**config.mk**
```make
export PLATFORM = sky130hd
export DESIGN_NAME = hazard_pipe_tracker_flat
export DESIGN_NICKNAME = d
export VERILOG_FILES = /design/src/rtl/hazard_pipe_tracker_if.sv /design/src/rtl/hazard_pipe_tracker.sv /design/src/flat_wrapper.sv
export SDC_FILE = /design/constraint.sdc
export NUM_CORES = 1
export LEC_CHECK = 0
export ABC_AREA = 1
export CELL_PAD_IN_SITES_DETAIL_PLACEMENT = 1
export CELL_PAD_IN_SITES_GLOBAL_PLACEMENT = 1
export CORE_AREA = 10 10 112 84
export DETAILED_ROUTE_END_ITERATION = 8
export DIE_AREA = 0 0 122 94
export HOLD_SLACK_MARGIN = 0.02
export PLACE_DENSITY = 0.86
export SYNTH_ARGS = -nofsm -noshare
export SYNTH_HDL_FRONTEND = slang
export SYNTH_SLANG_ARGS = --single-unit
```
**constraint.sdc**
```tcl
create_clock -name clk -period 3.9 [get_ports clk]
set_input_delay 0.78 -clock clk [delete_from_list [all_inputs] [get_ports clk]]
set_output_delay 0.78 -clock clk [all_outputs]
set_load 0.02 [all_outputs]
```
**src/rtl/hazard_pipe_tracker_if.sv**
```systemverilog
// EX/MEM/WB destination-register tracking interface between the ID stage
// and the forwarding/bubble unit.
interface hazard_pipe_tracker_if #(
    parameter int unsigned REG_W = 5,
    parameter int unsigned CNT_W = 16
);
    logic             id_valid;
    logic [REG_W-1:0] id_rw;
    logic             id_we;
    logic             id_is_load;
    logic             bubble_in;
    logic             flush;
    logic [REG_W-1:0] rw_exe;
    logic             WE_exe_alu;
    logic             WE_exe_mem;
    logic [REG_W-1:0] rw_mem;
    logic             WE_mem;
    logic [REG_W-1:0] rw_wb;
    logic             WE_wb;
    logic             stall_if_id;
    logic [CNT_W-1:0] bubble_cnt;
    logic [CNT_W-1:0] flush_cnt;

    modport master (
        output id_valid, id_rw, id_we, id_is_load, bubble_in, flush,
        input  rw_exe, WE_exe_alu, WE_exe_mem, rw_mem, WE_mem, rw_wb, WE_wb,
               stall_if_id, bubble_cnt, flush_cnt
    );

    modport slave (
        input  id_valid, id_rw, id_we, id_is_load, bubble_in, flush,
        output rw_exe, WE_exe_alu, WE_exe_mem, rw_mem, WE_mem, rw_wb, WE_wb,
               stall_if_id, bubble_cnt, flush_cnt
    );
endinterface

```
**src/rtl/hazard_pipe_tracker.sv**
```systemverilog
// Tracks destination register / write-enable / load flag of in-flight
// instructions through EX, MEM, WB; inserts NOPs on bubbles and flushes.
module hazard_pipe_tracker #(
    parameter int unsigned REG_W = 5,
    parameter int unsigned CNT_W = 16
) (
    input  logic                 clk,
    input  logic                 rst,
    hazard_pipe_tracker_if.slave bus
);
    typedef struct packed {
        logic             v;
        logic [REG_W-1:0] rw;
        logic             we;
        logic             ld;
    } entry_t;

    entry_t           ex_q, mem_q, wb_q, id_entry;
    logic             accept, rw_nz, bubble_ev, flush_ev;
    logic [CNT_W-1:0] bubble_cnt_q, flush_cnt_q;

    always_comb begin
        accept    = bus.id_valid & ~bus.bubble_in & ~bus.flush;
        rw_nz     = |bus.id_rw;
        bubble_ev = bus.bubble_in & ~bus.flush & bus.id_valid;
        flush_ev  = bus.flush & bus.id_valid;
        id_entry  = '0;
        if (accept) begin
            // r0 writes are never tracked as writers
            id_entry.v  = 1'b1;
            id_entry.rw = bus.id_rw;
            id_entry.we = bus.id_we & rw_nz;
            id_entry.ld = bus.id_is_load & bus.id_we & rw_nz;
        end
    end

    always_ff @(posedge clk) begin
        if (rst) begin
            ex_q         <= '0;
            mem_q        <= '0;
            wb_q         <= '0;
            bubble_cnt_q <= '0;
            flush_cnt_q  <= '0;
        end else begin
            ex_q  <= id_entry;
            mem_q <= ex_q;
            wb_q  <= mem_q;
            if (bubble_ev && !(&bubble_cnt_q))
                bubble_cnt_q <= bubble_cnt_q + 1'b1;
            if (flush_ev && !(&flush_cnt_q))
                flush_cnt_q <= flush_cnt_q + 1'b1;
        end
    end

    assign bus.rw_exe      = ex_q.v  ? ex_q.rw  : '0;
    assign bus.rw_mem      = mem_q.v ? mem_q.rw : '0;
    assign bus.rw_wb       = wb_q.v  ? wb_q.rw  : '0;
    assign bus.WE_exe_alu  = ex_q.v & ex_q.we & ~ex_q.ld;
    assign bus.WE_exe_mem  = ex_q.v & ex_q.we & ex_q.ld;
    assign bus.WE_mem      = mem_q.v & mem_q.we;
    assign bus.WE_wb       = wb_q.v & wb_q.we;
    assign bus.stall_if_id = bus.bubble_in & ~bus.flush;
    assign bus.bubble_cnt  = bubble_cnt_q;
    assign bus.flush_cnt   = flush_cnt_q;
endmodule

```
**src/flat_wrapper.sv**
```systemverilog
// flat-port wrapper written by rule: the top's interface ports become plain ports
module hazard_pipe_tracker_flat 
#(
    parameter int unsigned REG_W = 5,
    parameter int unsigned CNT_W = 16
)
  (clk, rst, bus_id_valid, bus_id_rw, bus_id_we, bus_id_is_load, bus_bubble_in, bus_flush, bus_rw_exe, bus_WE_exe_alu, bus_WE_exe_mem, bus_rw_mem, bus_WE_mem, bus_rw_wb, bus_WE_wb, bus_stall_if_id, bus_bubble_cnt, bus_flush_cnt);
  hazard_pipe_tracker_if #(.REG_W(REG_W), .CNT_W(CNT_W)) bus_i ();
  input  logic clk;
  input  logic rst;
  input wire logic [$bits(bus_i.id_valid)-1:0] bus_id_valid;
  input wire logic [$bits(bus_i.id_rw)-1:0] bus_id_rw;
  input wire logic [$bits(bus_i.id_we)-1:0] bus_id_we;
  input wire logic [$bits(bus_i.id_is_load)-1:0] bus_id_is_load;
  input wire logic [$bits(bus_i.bubble_in)-1:0] bus_bubble_in;
  input wire logic [$bits(bus_i.flush)-1:0] bus_flush;
  output wire logic [$bits(bus_i.rw_exe)-1:0] bus_rw_exe;
  output wire logic [$bits(bus_i.WE_exe_alu)-1:0] bus_WE_exe_alu;
  output wire logic [$bits(bus_i.WE_exe_mem)-1:0] bus_WE_exe_mem;
  output wire logic [$bits(bus_i.rw_mem)-1:0] bus_rw_mem;
  output wire logic [$bits(bus_i.WE_mem)-1:0] bus_WE_mem;
  output wire logic [$bits(bus_i.rw_wb)-1:0] bus_rw_wb;
  output wire logic [$bits(bus_i.WE_wb)-1:0] bus_WE_wb;
  output wire logic [$bits(bus_i.stall_if_id)-1:0] bus_stall_if_id;
  output wire logic [$bits(bus_i.bubble_cnt)-1:0] bus_bubble_cnt;
  output wire logic [$bits(bus_i.flush_cnt)-1:0] bus_flush_cnt;
  assign bus_i.id_valid = bus_id_valid;
  assign bus_i.id_rw = bus_id_rw;
  assign bus_i.id_we = bus_id_we;
  assign bus_i.id_is_load = bus_id_is_load;
  assign bus_i.bubble_in = bus_bubble_in;
  assign bus_i.flush = bus_flush;
  assign bus_rw_exe = bus_i.rw_exe;
  assign bus_WE_exe_alu = bus_i.WE_exe_alu;
  assign bus_WE_exe_mem = bus_i.WE_exe_mem;
  assign bus_rw_mem = bus_i.rw_mem;
  assign bus_WE_mem = bus_i.WE_mem;
  assign bus_rw_wb = bus_i.rw_wb;
  assign bus_WE_wb = bus_i.WE_wb;
  assign bus_stall_if_id = bus_i.stall_if_id;
  assign bus_bubble_cnt = bus_i.bubble_cnt;
  assign bus_flush_cnt = bus_i.flush_cnt;
  hazard_pipe_tracker #(.REG_W(REG_W), .CNT_W(CNT_W)) u_core (.clk(clk), .rst(rst), .bus(bus_i));
endmodule
```
* Word level (Yosys, flattened, before mapping)
Index checks and enable logic that the tools add are counted.
Storage, ports and cells: register bits 54, word-level logic and storage cells 43, input bits 12
Cells by class: bitwise logic cells 17, multiplexer cells 4, add/sub/neg operators 2, reductions and logical operators 8
Operators by type and width (number):
- $add 16x1->16 const B | 2
- $reduce_and 16->1 | 2
- $mux 5 | 3
- $and 1x1->1 | 13
- $mux 8 | 1
- $reduce_or 5->1 | 1
- $not 1->1 | 4
- $logic_and 1x1->1 | 2
- $logic_not 1->1 | 2
- $reduce_or 2->1 | 1

* Longest topological paths before layout
depth in word-level cells 5, mapped depth 9

* Least setup slack after synthesis
Ideal clock, no wire load.
kind input to output, start point input bus_flush, end point output bus_stall_if_id, required time 3.120 ns, cell stages on the path 3, buffers on the path 0, path slack 2.099 ns, arrival time 1.021 ns, cells stage by stage inv_1 > nand2_1 > inv_1
On the way: cells in the longest elaborated chain, start to end 2
RTL lines:
- from (decl) | line flat_wrapper.sv:16 | input wire logic [$bits(bus_i.flush)-1:0] bus_flush;
- $not 1->1 | line hazard_pipe_tracker.sv:62 | assign bus.stall_if_id = bus.bubble_in & ~bus.flush;
- $and 1x1->1 | line hazard_pipe_tracker.sv:62
- to (decl) | line flat_wrapper.sv:24 | output wire logic [$bits(bus_i.stall_if_id)-1:0] bus_stall_if_id;
No other way between the ends.

* Worst setup path after layout
Same ends and word-level chain as after synthesis.

==> impl_metrics.yaml <==
floorplan:
  core_sq_um: 7190
  ios: 64
  die_x_microns: 122
  die_height_microns: 94
  rows: 26
  start_util_pct: 36.4
  die_area_sq_um: 11500
final_layout:
  stdcell_count: 557
  num_antenna_cells: 0
  final_nets: 472
  drive_above_1_share_pct: 5.88
  synthToLayoutAreaGrowth_pct: 30.8
  final_util_pct: 47.6
setup_path:
  required_ns: 3.12
  cp_data_arrival_time_ns: 2.04
  timing.rr.start: "u_core.bus.flush_cnt[0]$_SDFFE_PP0P_"
  worst_setup_path_start_kind: "primary input"
  cp-startpoint: "bus_flush"
  rr_worst_depth: 8
  cp_max_fo: 3
  cp-end-kind: "output port"
  cp-endpoint: "bus_stall_if_id"
  rrSetupSlack_ns: 2.07
  timing.rr.end: "u_core.bus.flush_cnt[13]$_SDFFE_PP0P_"
  worst-setup-path-type: "primary input to output port"
clock_network:
  htree_num_levels: 2
  cts_hold_buf: 0
  cts.sinks: 54
  cts_buffer_depth: 2
  postCtsSetupRepairBufs: 0
  path_clk_slew_ns: 0.11
  cts_root_buf: "clkbuf_8"
  clk_latency_ns: 0.31
  numCtsBuffers: 5
  cts_tree: "done"
  ctsResizeCount: 0
sta:
  fmax_ghz: 0.354
  maxSlewHeadroom_pct: 59.7
  worst_slew_pin_slew_ns: 0.603
  holdWs_ns: 0.428
  fin_skew_ns: 0.00580
  final.min_clock_period_ns: 2.82
  finalCritPeriodShare_pct: 72.4
  slew_viol_final: 0
  rsz0062_at_grt: "no"
  setup_tns_ns: 0
  finalHoldViolCount: 0
  setup_viol: 0
routing:
  antenna_left: 0
  vias: 2607
  dr.first_iter.drc_count: 131
  wl_microns: 7620
  drc: 0
  vias_per_cell: 4.68
  avgRoutedWirePerCell_microns: 13.7
  dr.pass1.iters: 4
hold_path:
  hold_path_class: "flop to flop"
logic_synthesis:
  synth.cell_area_sq_um: 2620
  synth_cells: 395
  synth.net_count: 409
  yosysWarnings: 0
  seq_area_frac_synth_pct: 41.3
  synth_seq_cells: 54
  avgSynthCellArea_sq_um: 6.63
  yosys.cell_types.count: 28
flow_run:
  drv_cap: 0
place:
  dp_cells: 549
  gp_congestion: 0.823
  hpwl_microns: 6050
  io_buffers: 63
pwr:
  leakage_nw: 1.42
  power_density_nw_per_um2: 281
  irDropWorstVdd_mv: 0.151
global_route:
  antenna_found_initial: 0
  grt_pass1_wl_microns: 12900
  grt_max_degree: 22
  grt_usage_pct: 13.6
  grt-ovfl-total: 0
  grt_pass1_vias: 2720
outcome:
  outcome: "finished clean"
worst min path at each step:
stage	from	to	slack (ns)	cells after the start
after floorplan	u_core.ex_q[2]$_SDFF_PP0_	u_core.mem_q[2]$_SDFF_PP0_	0.40	2
after global placement	u_core.mem_q[4]$_SDFF_PP0_	u_core.wb_q[4]$_SDFF_PP0_	0.41	2
after detailed placement	u_core.mem_q[4]$_SDFF_PP0_	u_core.wb_q[4]$_SDFF_PP0_	0.42	2
after CTS	u_core.mem_q[4]$_SDFF_PP0_	u_core.wb_q[4]$_SDFF_PP0_	0.43	2
after global routing	u_core.mem_q[3]$_SDFF_PP0_	u_core.wb_q[3]$_SDFF_PP0_	0.46	2
final	u_core.mem_q[4]$_SDFF_PP0_	u_core.wb_q[4]$_SDFF_PP0_	0.43	2
synth_stat cells:
cell      number  area share [%]
nor2_1        89              13
nand2_1       88              13
inv_1         64             9.2
dfxtp_1       54              41
nand3_1       29             5.5
a21oi_1       22             4.2
o21ai_0        8             1.5
buf_2          5            0.96
nor2_4         5             2.2
nor2_2         4            0.96
nand2_2        3            0.72
buf_6          2            0.86
ha_1           2            0.96
nand3_2        2            0.76
nand3b_1       2            0.57
nor3_1         2            0.38
o21ai_1        2            0.38
xor2_1         2            0.67
a21oi_2        1            0.33
and2_1         1            0.24
and3_1         1            0.24
buf_1          1            0.14
clkinv_1       1            0.14
nand4_1        1            0.24
nand4_2        1            0.48
nand4_4        1            0.81
nor4_1         1            0.24
o21ai_4        1            0.62
power breakdown:
part / total, mW / internal (mW) / switching (mW)
clock: 0.340 / 0.134 / 0.206
combinational: 0.0586 / 0.0257 / 0.0329
sequential: 0.563 / 0.557 / 0.00619
total: 0.962 / 0.716 / 0.245
worst max-delay path, cell delays in order:
cell	delay, ns
clkdlybuf4s50_1	0.45
inv_1	0.11
nand2_1	0.06
inv_1	0.05
clkdlybuf4s50_1	0.60
flip-flops by register name (all words and copies together) (netlist names):
| name | cells |
|---|---|
| u_core.bus.bubble_cnt | 16 |
| u_core.bus.flush_cnt | 16 |
| u_core.ex_q | 8 |
| u_core.mem_q | 7 |
| u_core.wb_q | 7 |
stage by stage:
stage	setup slack, ns	power (mW)	cell area (sq um)
floorplan	2.10	0.606	2620
global placement	1.11	0.633	3330
detailed placement	1.05	0.636	3330
CTS	1.06	0.972	3420
global route	0.991	1.01	3420
finish	1.08	0.962	3420
cells in the final DEF, fill, tap and decap left out, types with 3 or more instances in the layout:
| cell | synthesis | final |
|---|---|---|
| inv_1 | 64 | 64 |
| nor2_1 | 89 | 89 |
| a21oi_1 | 22 | 22 |
| clkbuf_8 | 0 | 5 |
| clkdlybuf4s50_1 | 0 | 63 |
| nand3_1 | 29 | 29 |
| nor2_4 | 5 | 5 |
| nand2_1 | 88 | 88 |
| nand2_2 | 3 | 3 |
| o21ai_0 | 8 | 8 |
| dfxtp_1 | 54 | 54 |
| nor2_2 | 4 | 4 |
layout make-up:
class | count | area, sq um
inverters | 65 | 244
fillers | 957 | 3760
well taps | 98 | 123
repair buffers | 64 | 638
clock buffers | 5 | 68.8
multi-input cells | 268 | 1240
flip-flops and latches | 54 | 1080
clock inverters | 3 | 28.8
metal layers:
| metal | vias up | wire length (microns) | track usage, % |
|---|---|---|---|
| li1 | 1327 | - | - |
| met1 | 1223 | 3420 | 16.2 |
| met2 | 50 | 3530 | 22.6 |
| met3 | 7 | 604 | 5.83 |
| met4 | 0 | 71 | 2.38 |
| met5 | - | 0 | 0 |
cell families after synthesis:
kind of cell,after synthesis,synth area share (%)
flip-flops,54,41.3
buffers and inverters,73,11.3
XOR/XNOR,2,0.669
AND/OR/NAND/NOR,230,38.7
AO/OA/AOI/OAI,34,7.08
adder cells (fa/ha/maj),2,0.956
Note: power is estimated with default switching activity, not from simulation.
